--- config.mk ---
export PLATFORM = sky130hd
export DESIGN_NAME = branch_issue_queue
export DESIGN_NICKNAME = d
export VERILOG_FILES = /design/src/rtl/branch_issue_queue_pkg.sv /design/src/rtl/branch_issue_queue_picker.sv /design/src/rtl/branch_issue_queue.sv
export SDC_FILE = /design/constraint.sdc
export NUM_CORES = 1
export LEC_CHECK = 0
export ABC_AREA = 1
export CAP_MARGIN = 15
export CORE_MARGIN = 1.5
export CORE_UTILIZATION = 25
export DETAILED_ROUTE_END_ITERATION = 8
export PLACE_DENSITY = 0.48
export RECOVER_POWER = 25
export SLEW_MARGIN = 20
export SYNTH_ARGS = -nofsm -noshare
export SYNTH_HDL_FRONTEND = slang
export SYNTH_SLANG_ARGS = --single-unit
--- constraint.sdc ---
create_clock -name clk -period 11.85 [get_ports clk]
set_input_delay 3.555 -clock clk [delete_from_list [all_inputs] [get_ports clk]]
set_output_delay 3.555 -clock clk [all_outputs]
set_load 0.01 [all_outputs]
--- src/rtl/branch_issue_queue_pkg.sv ---
// Shared constants for the branch issue queue.
// Operand/tag defaults and branch opcode encodings.
package branch_issue_queue_pkg;

  localparam int DATA_W_DEF = 32;
  localparam int TAG_W_DEF  = 5;
  localparam int TAG_READY  = 0;

  localparam logic [5:0] OP_BEQ    = 6'b000100;
  localparam logic [5:0] OP_BNE    = 6'b000101;
  localparam logic [5:0] OP_REGIMM = 6'b000001;
  localparam logic [5:0] OP_J      = 6'b000010;
  localparam logic [5:0] OP_JAL    = 6'b000011;
  localparam logic [5:0] FN_JR     = 6'b001000;

  function automatic logic is_branch_op(
    input logic [5:0] op
  );
    return op inside {OP_BEQ, OP_BNE, OP_REGIMM,
                      OP_J, OP_JAL};
  endfunction

endpackage

--- src/rtl/branch_issue_queue_picker.sv ---
// Oldest-ready selection from an age matrix.
// age[j*DEPTH+i] set means entry j is older than i.
module oldest_ready_picker
  import branch_issue_queue_pkg::*;
#(
  parameter int DEPTH = 4,
  parameter int IDX_W = $clog2(DEPTH)
)(
  input  logic [DEPTH*DEPTH-1:0] age,
  input  logic [DEPTH-1:0]       ready,
  output logic [DEPTH-1:0]       grant,
  output logic [IDX_W-1:0]       idx,
  output logic                   any
);

  // an entry wins when no other ready entry is older
  always_comb begin
    grant = '0;
    for (int i = 0; i < DEPTH; i++) begin
      logic older;
      older = 1'b0;
      for (int j = 0; j < DEPTH; j++) begin
        if (j != i && ready[j] && age[j*DEPTH+i])
          older = 1'b1;
      end
      grant[i] = ready[i] && !older;
    end
  end

  // encode the one-hot winner
  always_comb begin
    idx = '0;
    for (int i = DEPTH-1; i >= 0; i--) begin
      if (grant[i])
        idx = IDX_W'(i);
    end
  end

  assign any = |ready;

endmodule

--- src/rtl/branch_issue_queue.sv ---
// Branch reservation station: wakeup, oldest-first
// selection, and predictor update after a grant.
module branch_issue_queue
  import branch_issue_queue_pkg::*;
#(
  parameter int DEPTH  = 4,
  parameter int TAG_W  = TAG_W_DEF,
  parameter int DATA_W = DATA_W_DEF,
  parameter int CNT_W  = $clog2(DEPTH+1),
  parameter int IDX_W  = $clog2(DEPTH)
)(
  input  logic                       clk,
  input  logic                       rst,
  input  logic                       flush,
  input  logic                       issue,
  input  logic [DATA_W-1:0]          issue_vj,
  input  logic [DATA_W-1:0]          issue_vk,
  input  logic [TAG_W-1:0]           issue_qj,
  input  logic [TAG_W-1:0]           issue_qk,
  input  logic [TAG_W-1:0]           issue_tag,
  input  logic [DATA_W-1:0]          issue_pc,
  input  logic [DATA_W-1:0]          issue_inst,
  input  logic                       cdb_en,
  input  logic [TAG_W-1:0]           cdb_tag,
  input  logic [DATA_W-1:0]          cdb_data,
  output logic                       full,
  output logic [CNT_W-1:0]           count,
  output logic                       req_bus,
  input  logic                       bus_granted,
  output logic [DATA_W-1:0]          out_vj,
  output logic [DATA_W-1:0]          out_vk,
  output logic [DATA_W-1:0]          out_pc,
  output logic [DATA_W-1:0]          out_inst,
  output logic [TAG_W-1:0]           out_tag,
  input  logic [DATA_W-1:0]          branch_result,
  output logic [3*DATA_W+TAG_W-1:0]  cdb_out,
  output logic                       upd_en,
  output logic [DATA_W-1:0]          upd_pc,
  output logic                       upd_taken
);

  localparam logic [TAG_W-1:0] RDY = TAG_W'(TAG_READY);

  logic [DEPTH-1:0]             valid;
  logic [DEPTH-1:0][DEPTH-1:0]  age;
  logic [DATA_W-1:0]            vj   [DEPTH];
  logic [DATA_W-1:0]            vk   [DEPTH];
  logic [DATA_W-1:0]            pc   [DEPTH];
  logic [DATA_W-1:0]            inst [DEPTH];
  logic [TAG_W-1:0]             qj   [DEPTH];
  logic [TAG_W-1:0]             qk   [DEPTH];
  logic [TAG_W-1:0]             tag  [DEPTH];

  logic [DEPTH-1:0]  ready;
  logic [DEPTH-1:0]  sel_oh;
  logic [IDX_W-1:0]  sel_idx;
  logic [IDX_W-1:0]  free_idx;
  logic              iss_ok;
  logic              gnt_ok;
  logic              byp_j;
  logic              byp_k;

  // ready vector, free slot and occupancy
  always_comb begin
    ready    = '0;
    free_idx = '0;
    count    = '0;
    for (int i = 0; i < DEPTH; i++) begin
      ready[i] = valid[i] && qj[i] == RDY
                 && qk[i] == RDY;
      count = count + CNT_W'(valid[i]);
    end
    for (int i = DEPTH-1; i >= 0; i--) begin
      if (!valid[i])
        free_idx = IDX_W'(i);
    end
  end

  assign full   = &valid;
  assign iss_ok = issue && !full && !flush;
  assign gnt_ok = bus_granted && req_bus && !flush;
  assign byp_j  = cdb_en && issue_qj != RDY
                  && issue_qj == cdb_tag;
  assign byp_k  = cdb_en && issue_qk != RDY
                  && issue_qk == cdb_tag;

  oldest_ready_picker #(
    .DEPTH (DEPTH),
    .IDX_W (IDX_W)
  ) u_picker (
    .age   (age),
    .ready (ready),
    .grant (sel_oh),
    .idx   (sel_idx),
    .any   (req_bus)
  );

  // valid bits and age matrix
  always_ff @(posedge clk) begin
    if (rst || flush) begin
      valid <= '0;
      age   <= '0;
    end else begin
      for (int i = 0; i < DEPTH; i++) begin
        if (gnt_ok && sel_oh[i])
          valid[i] <= 1'b0;
      end
      if (iss_ok) begin
        valid[free_idx] <= 1'b1;
        for (int j = 0; j < DEPTH; j++) begin
          if (IDX_W'(j) != free_idx) begin
            age[j][free_idx] <= 1'b1;
            age[free_idx][j] <= 1'b0;
          end
        end
      end
    end
  end

  // operand wakeup and new-entry write
  always_ff @(posedge clk) begin
    for (int i = 0; i < DEPTH; i++) begin
      if (valid[i] && cdb_en && qj[i] != RDY
          && qj[i] == cdb_tag) begin
        vj[i] <= cdb_data;
        qj[i] <= RDY;
      end
      if (valid[i] && cdb_en && qk[i] != RDY
          && qk[i] == cdb_tag) begin
        vk[i] <= cdb_data;
        qk[i] <= RDY;
      end
      if (iss_ok && free_idx == IDX_W'(i)) begin
        vj[i]   <= byp_j ? cdb_data : issue_vj;
        qj[i]   <= byp_j ? RDY : issue_qj;
        vk[i]   <= byp_k ? cdb_data : issue_vk;
        qk[i]   <= byp_k ? RDY : issue_qk;
        tag[i]  <= issue_tag;
        pc[i]   <= issue_pc;
        inst[i] <= issue_inst;
      end
    end
  end

  assign out_vj   = vj[sel_idx];
  assign out_vk   = vk[sel_idx];
  assign out_pc   = pc[sel_idx];
  assign out_inst = inst[sel_idx];
  assign out_tag  = tag[sel_idx];
  assign cdb_out  = {out_vj, out_vk, out_tag,
                     branch_result};

  // one-cycle predictor update after a grant
  always_ff @(posedge clk) begin
    if (rst) begin
      upd_en    <= 1'b0;
      upd_pc    <= '0;
      upd_taken <= 1'b0;
    end else if (flush) begin
      upd_en <= 1'b0;
    end else begin
      upd_en <= gnt_ok;
      if (gnt_ok) begin
        upd_pc    <= out_pc;
        upd_taken <= (out_pc + DATA_W'(8))
                     != branch_result;
      end
    end
  end

endmodule

Yosys cells after proc, flatten, opt, wreduce, memory -nomap -nowiden
Memory sizes are Yosys's and may differ from the RTL's. Index checks and enable logic that the tools add are counted.

Register bits: 54. Output and inout port bits: 273. Input bits: 218. Logic and storage cells: 289. Memories kept: 7. Memory bits (writable): 572.

Muxes and demuxes: 120. Magnitude comparators: 2. Equality and inequality tests: 17. Bitwise operators: 30. Add/subtract/negate cells: 4. Reduce and logical (&&, ||, !) cells: 101.

Memory list: inst (depth 4, bits a word 32, rd ports 1, clocked after Yosys merged registers in 0, write ports 1, RTL line branch_issue_queue.sv:49) `logic [DATA_W-1:0] inst [DEPTH];`; pc (depth 4, bits a word 32, rd ports 1, clocked after Yosys merged registers in 0, write ports 1, RTL line branch_issue_queue.sv:48) `logic [DATA_W-1:0] pc [DEPTH];`; vj (depth 4, bits a word 32, rd ports 1, clocked after Yosys merged registers in 0, write ports 4, RTL line branch_issue_queue.sv:46) `logic [DATA_W-1:0] vj [DEPTH];`; vk (depth 4, bits a word 32, rd ports 1, clocked after Yosys merged registers in 0, write ports 4, RTL line branch_issue_queue.sv:47) `logic [DATA_W-1:0] vk [DEPTH];`; qj (depth 4, bits a word 5, rd ports 4, clocked after Yosys merged registers in 0, write ports 4, RTL line branch_issue_queue.sv:50) `logic [TAG_W-1:0] qj [DEPTH];`; qk (depth 4, bits a word 5, rd ports 4, clocked after Yosys merged registers in 0, write ports 4, RTL line branch_issue_queue.sv:51) `logic [TAG_W-1:0] qk [DEPTH];`; +1 memories.

Operators by type and width (number): 2-to-1 mux 32 bit (16); OR reduction 32 bit (6); 2-to-1 mux 16 bit (10); 2-to-1 mux 5 bit (13); bitwise AND 16 bit (4); NOT 16 bit (4); logical AND 1 bit (61); 2-to-1 mux 1 bit (55); == test 5 bit (10); nonzero test 5 bit (10); logical NOT 5 bit (8); 2-to-1 mux 2 bit (18); adder 32 x 4 -> 32 bit (second input constant) (1); demux 4 bit (select 2 bit) (4); != test 32 bit (1); OR 4 bit (5); OR 1 bit (16); OR reduction 5 bit (3); 2-to-1 mux 4 bit (2); logical NOT 1 bit (6); == test 2 bit (second input constant) (2); != test 2 bit (first input constant) (2); AND reduction 4 bit (1); OR reduction 4 bit (1); 15 further kinds (15).

Depth between registers and ports, before layout
Depth in word-level cells: 26. Depth in mapped cells: 30. Depth with buffers taken out: 29.

Cells and area by module
Synthesis repeated with hierarchy kept, for this count alone.

Cells, all modules: 2897. Area total of the unflattened synthesis: 29365.7 um^2.

Modules (own cells, without submodules): branch_issue_queue (times used 1, area an instance 29219.3 um^2, sequential area each 18257.5 um^2, cells each 2865); oldest_ready_picker (times used 1, area an instance 146.4 um^2, sequential area each 0.0 um^2, cells each 32).

Worst setup path after synthesis
No wires, ideal clock.

Kind: in2reg. Start point: input flush. End point: memory qj[1][0] in the netlist's numbering (enable). Buffers on the path: 2. Setup time: 0.483 ns. Required time: 11.367 ns. Path slack: 2.459 ns. Arrival time: 8.908 ns. Cell stages on the path: 9. Cell sequence: inv_1 nand3_1 nor2_1 inv_1 nor2_1 inv_1 clkbuf_1 clkbuf_1 o21ai_0.

RTL lines: start, declared (RTL line branch_issue_queue.sv:14) `input logic flush,`; end, declared (RTL line branch_issue_queue.sv:50).

==> flow_summary.json <==
{
  "arrival_ps": 9600,
  "status": "finished, violations left",
  "cts_tree": "done",
  "drtAntennaViolNets": 0,
  "cp_max_fo": 83,
  "die_h_um": 351,
  "synth_fp_nets": 3236,
  "synth_xor_area_share_pct": 1.13,
  "synth_top_family_by_area": "simple AND/OR/NAND/NOR gates",
  "clk_pin_slew_ps": 60,
  "synth-adder-area-share_pct": 0.232,
  "gp_congestion": 0.900,
  "yosys.area_share.simple_pct": 17.7,
  "critPathMaxStageDelay_ps": 1870,
  "clkSinkCount": 622,
  "synthCells": 3013,
  "hpwl_mm": 67.6,
  "grt_first_pass_wirelength_mm": 148,
  "final.setup.worst_slack_ps": 2510,
  "worstSkewPairLatency_ps": 650,
  "seq_area_frac_synth_pct": 60.1,
  "leakage_nw": 14.3,
  "timing.final.crit_share_pct": 78.8,
  "hold_viol": 0,
  "synthFlopType": "edfxtp_1",
  "finClkSkew_ps": 27.2,
  "hp-class": "flip-flop to flip-flop",
  "die_area_um2": 123000,
  "timing.hold.ws_ps": 496,
  "initial_core_util_pct": 25.2,
  "nFillCells": 12200,
  "routedWlPerCell_um": 20.5,
  "die_w_um": 351,
  "drtIter0Drc": 1381,
  "mostFrequentLayoutCells": "edfxtp_1, nand2_1, nor2_1, clkdlybuf4s50_1, o21ai_0",
  "yosysTopAreaCell": "edfxtp_1",
  "grt.total_usage_pct": 16.3,
  "synth_area_um2": 30200,
  "cts_root_buf": "clkbuf_16",
  "area_growth_pct": 27.3,
  "required_ps": 12110,
  "synth_area_leaders": "edfxtp_1, nand2_1, o21ai_0, nor2_1, dfxtp_1",
  "synthMuxAreaShare_pct": 2.12,
  "final_nets": 3568,
  "finalWirelength_mm": 103,
  "critPathKind": "input port to flip-flop",
  "ios": 491,
  "synth-compound-area-share_pct": 11.2,
  "async_reset_ff_share_pct": 0,
  "p_per_area_nw_per_um2": 134,
  "synth_enable_flop_cells": 572,
  "yosys_warnings": 0,
  "layout_commonest_cell": "edfxtp_1",
  "h-tree-depth": 3,
  "gr-total-overflow": 0,
  "synth_top_area_share_pct": 56.8,
  "grt_max_degree": 180,
  "finalCriticalPeriod_ps": 9340,
  "peakVddDrop_uv": 82.5,
  "layout-drive-gt1-share_pct": 6.29,
  "yosysUniqueCellTypes": 49,
  "relSlewSlack_pct": -77.5,
  "fmax_ghz": 0.107,
  "maxCapViolCount": 4,
  "violations": "max-capacitance violations, max-slew violations",
  "ys_ff_latch": 622,
  "cts_made_buffers": 76,
  "vias_per_cell": 4.64,
  "grt_antenna_before_repair": 20,
  "clockBufferDepth": 3,
  "setup_viol_count_final": 0,
  "syn_area_per_cell_um2": 10.0,
  "cts_hold_buf": 0,
  "rsz0062_at_grt": "no",
  "cp_cell_sequence": "dlygate4sd3_1 -> inv_1 -> nand3_1 -> inv_1 -> nand2_1 -> nor2_4 -> clkbuf_1 -> clkinv_2 -> buf_4 -> o41ai_2 -> buf_4",
  "vias": 23300,
  "std_cell_rows": 127,
  "drt_first_pass_iters": 5,
  "cp-end-kind": "flip-flop",
  "crit_path_top_delay_cell": "clkbuf_1",
  "core_area_um2": 120000,
  "cts-resized-gates": 0,
  "setup_tns_ps": 0,
  "worst_pin_slew_ps": 2660,
  "grt_pass1_vias": 22200,
  "drv_slew": 120,
  "io_buffers": 490,
  "place_ws_ps": 3320,
  "start_kind": "input port",
  "drc_errors": 0,
  "cts_setup_buffers": 0
}
per-stage QoR:
| step | utilization [%] | total power [mW] | area (um^2) | std cells |
|---|---|---|---|---|
| 2_1_floorplan | - | 2.68 | 30200 | 3013 |
| 3_3_place_gp | 30.0 | 2.91 | 36000 | 4879 |
| 3_5_place_dp | 30.0 | 2.91 | 36000 | 4879 |
| 4_1_cts | 32.1 | 5.24 | 38500 | 5015 |
| 5_1_grt | 32.1 | 5.35 | 38500 | 5015 |
| 6_report | 32.1 | 5.16 | 38500 | 5018 |
worst paths after layout:
check                      start                  end  slack [ps]  cells past startpoint
max                        flush  vk[0][17]$_DFFE_PP_        2510                     11
min          age[3]$_SDFFE_PP0P_  age[3]$_SDFFE_PP0P_         500                      2
max reg2reg  valid[0]$_SDFF_PP0_  vk[0][17]$_DFFE_PP_        5430                     11
min reg2reg  age[3]$_SDFFE_PP0P_  age[3]$_SDFFE_PP0P_         500                      2
per-layer routing:
layer	share of wire (%)	vias up	wire length, um	track usage (%)
met3	5.7	146	5840	2.63
met1	42	11200	43500	20.5
met5	0.058	-	60	0
li1	-	11100	-	-
met4	2.1	10	2210	4.55
met2	50	762	51200	28.7
power by group:
part / switching (mW) / internal, mW
Clock: 0.939 / 1.37
Sequential: 0.00813 / 2.43
Combinational: 0.234 / 0.184
Total: 1.18 / 3.98
cells in the mapped netlist (6+ instances only):
cell type	n
edfxtp_1	572
nand2_1	517
nor2_1	455
o21ai_0	379
inv_1	186
nand3_1	175
buf_4	112
clkbuf_1	112
o32ai_1	101
mux2i_1	64
dfxtp_1	50
nand3b_1	38
o211ai_1	30
xor2_1	27
buf_1	21
nand2_2	20
buf_2	19
a21oi_1	15
nor2_2	14
xnor2_1	12
nand4_1	10
buf_6	9
o41ai_1	7
nor2_4	6
o21a_1	6
o21bai_1	6
critical path, delay by kind of cell:
family | cells | cell delay, ps
compound gates | 1 | 130
simple gates | 3 | 380
buf+inv | 7 | 5410
registers in the layout, indices dropped and copies added (netlist names), 4 cells and up, named ones only:
signal / count
inst: 128
pc: 128
vj: 128
vk: 128
upd_pc: 32
qj: 20
qk: 20
tag: 20
age: 4
valid: 4
cell type report:
class / count / area, um^2 / share of cell area (%)
flip-flops and latches: 622 / 18200 / 47.2
multi-input cells: 1925 / 9910 / 25.7
repair buffers: 527 / 5180 / 13.5
clock buffers: 99 / 2070 / 5.38
well taps: 1612 / 2020 / 5.24
inverters: 193 / 734 / 1.91
clock inverters: 37 / 392 / 1.02
diodes: 3 / 7.51 / 0.0195
cells by family (layout without fill, tap and decap cells):
group | count (synthesis) | after routing
other cells | 0 | 3
xor+xnor | 39 | 39
flops | 622 | 622
simple gates | 1255 | 1255
mux | 64 | 64
compound gates | 562 | 562
buf+inv | 466 | 856
fa+ha+maj | 5 | 5
Power figures use the tool's default switching activity.
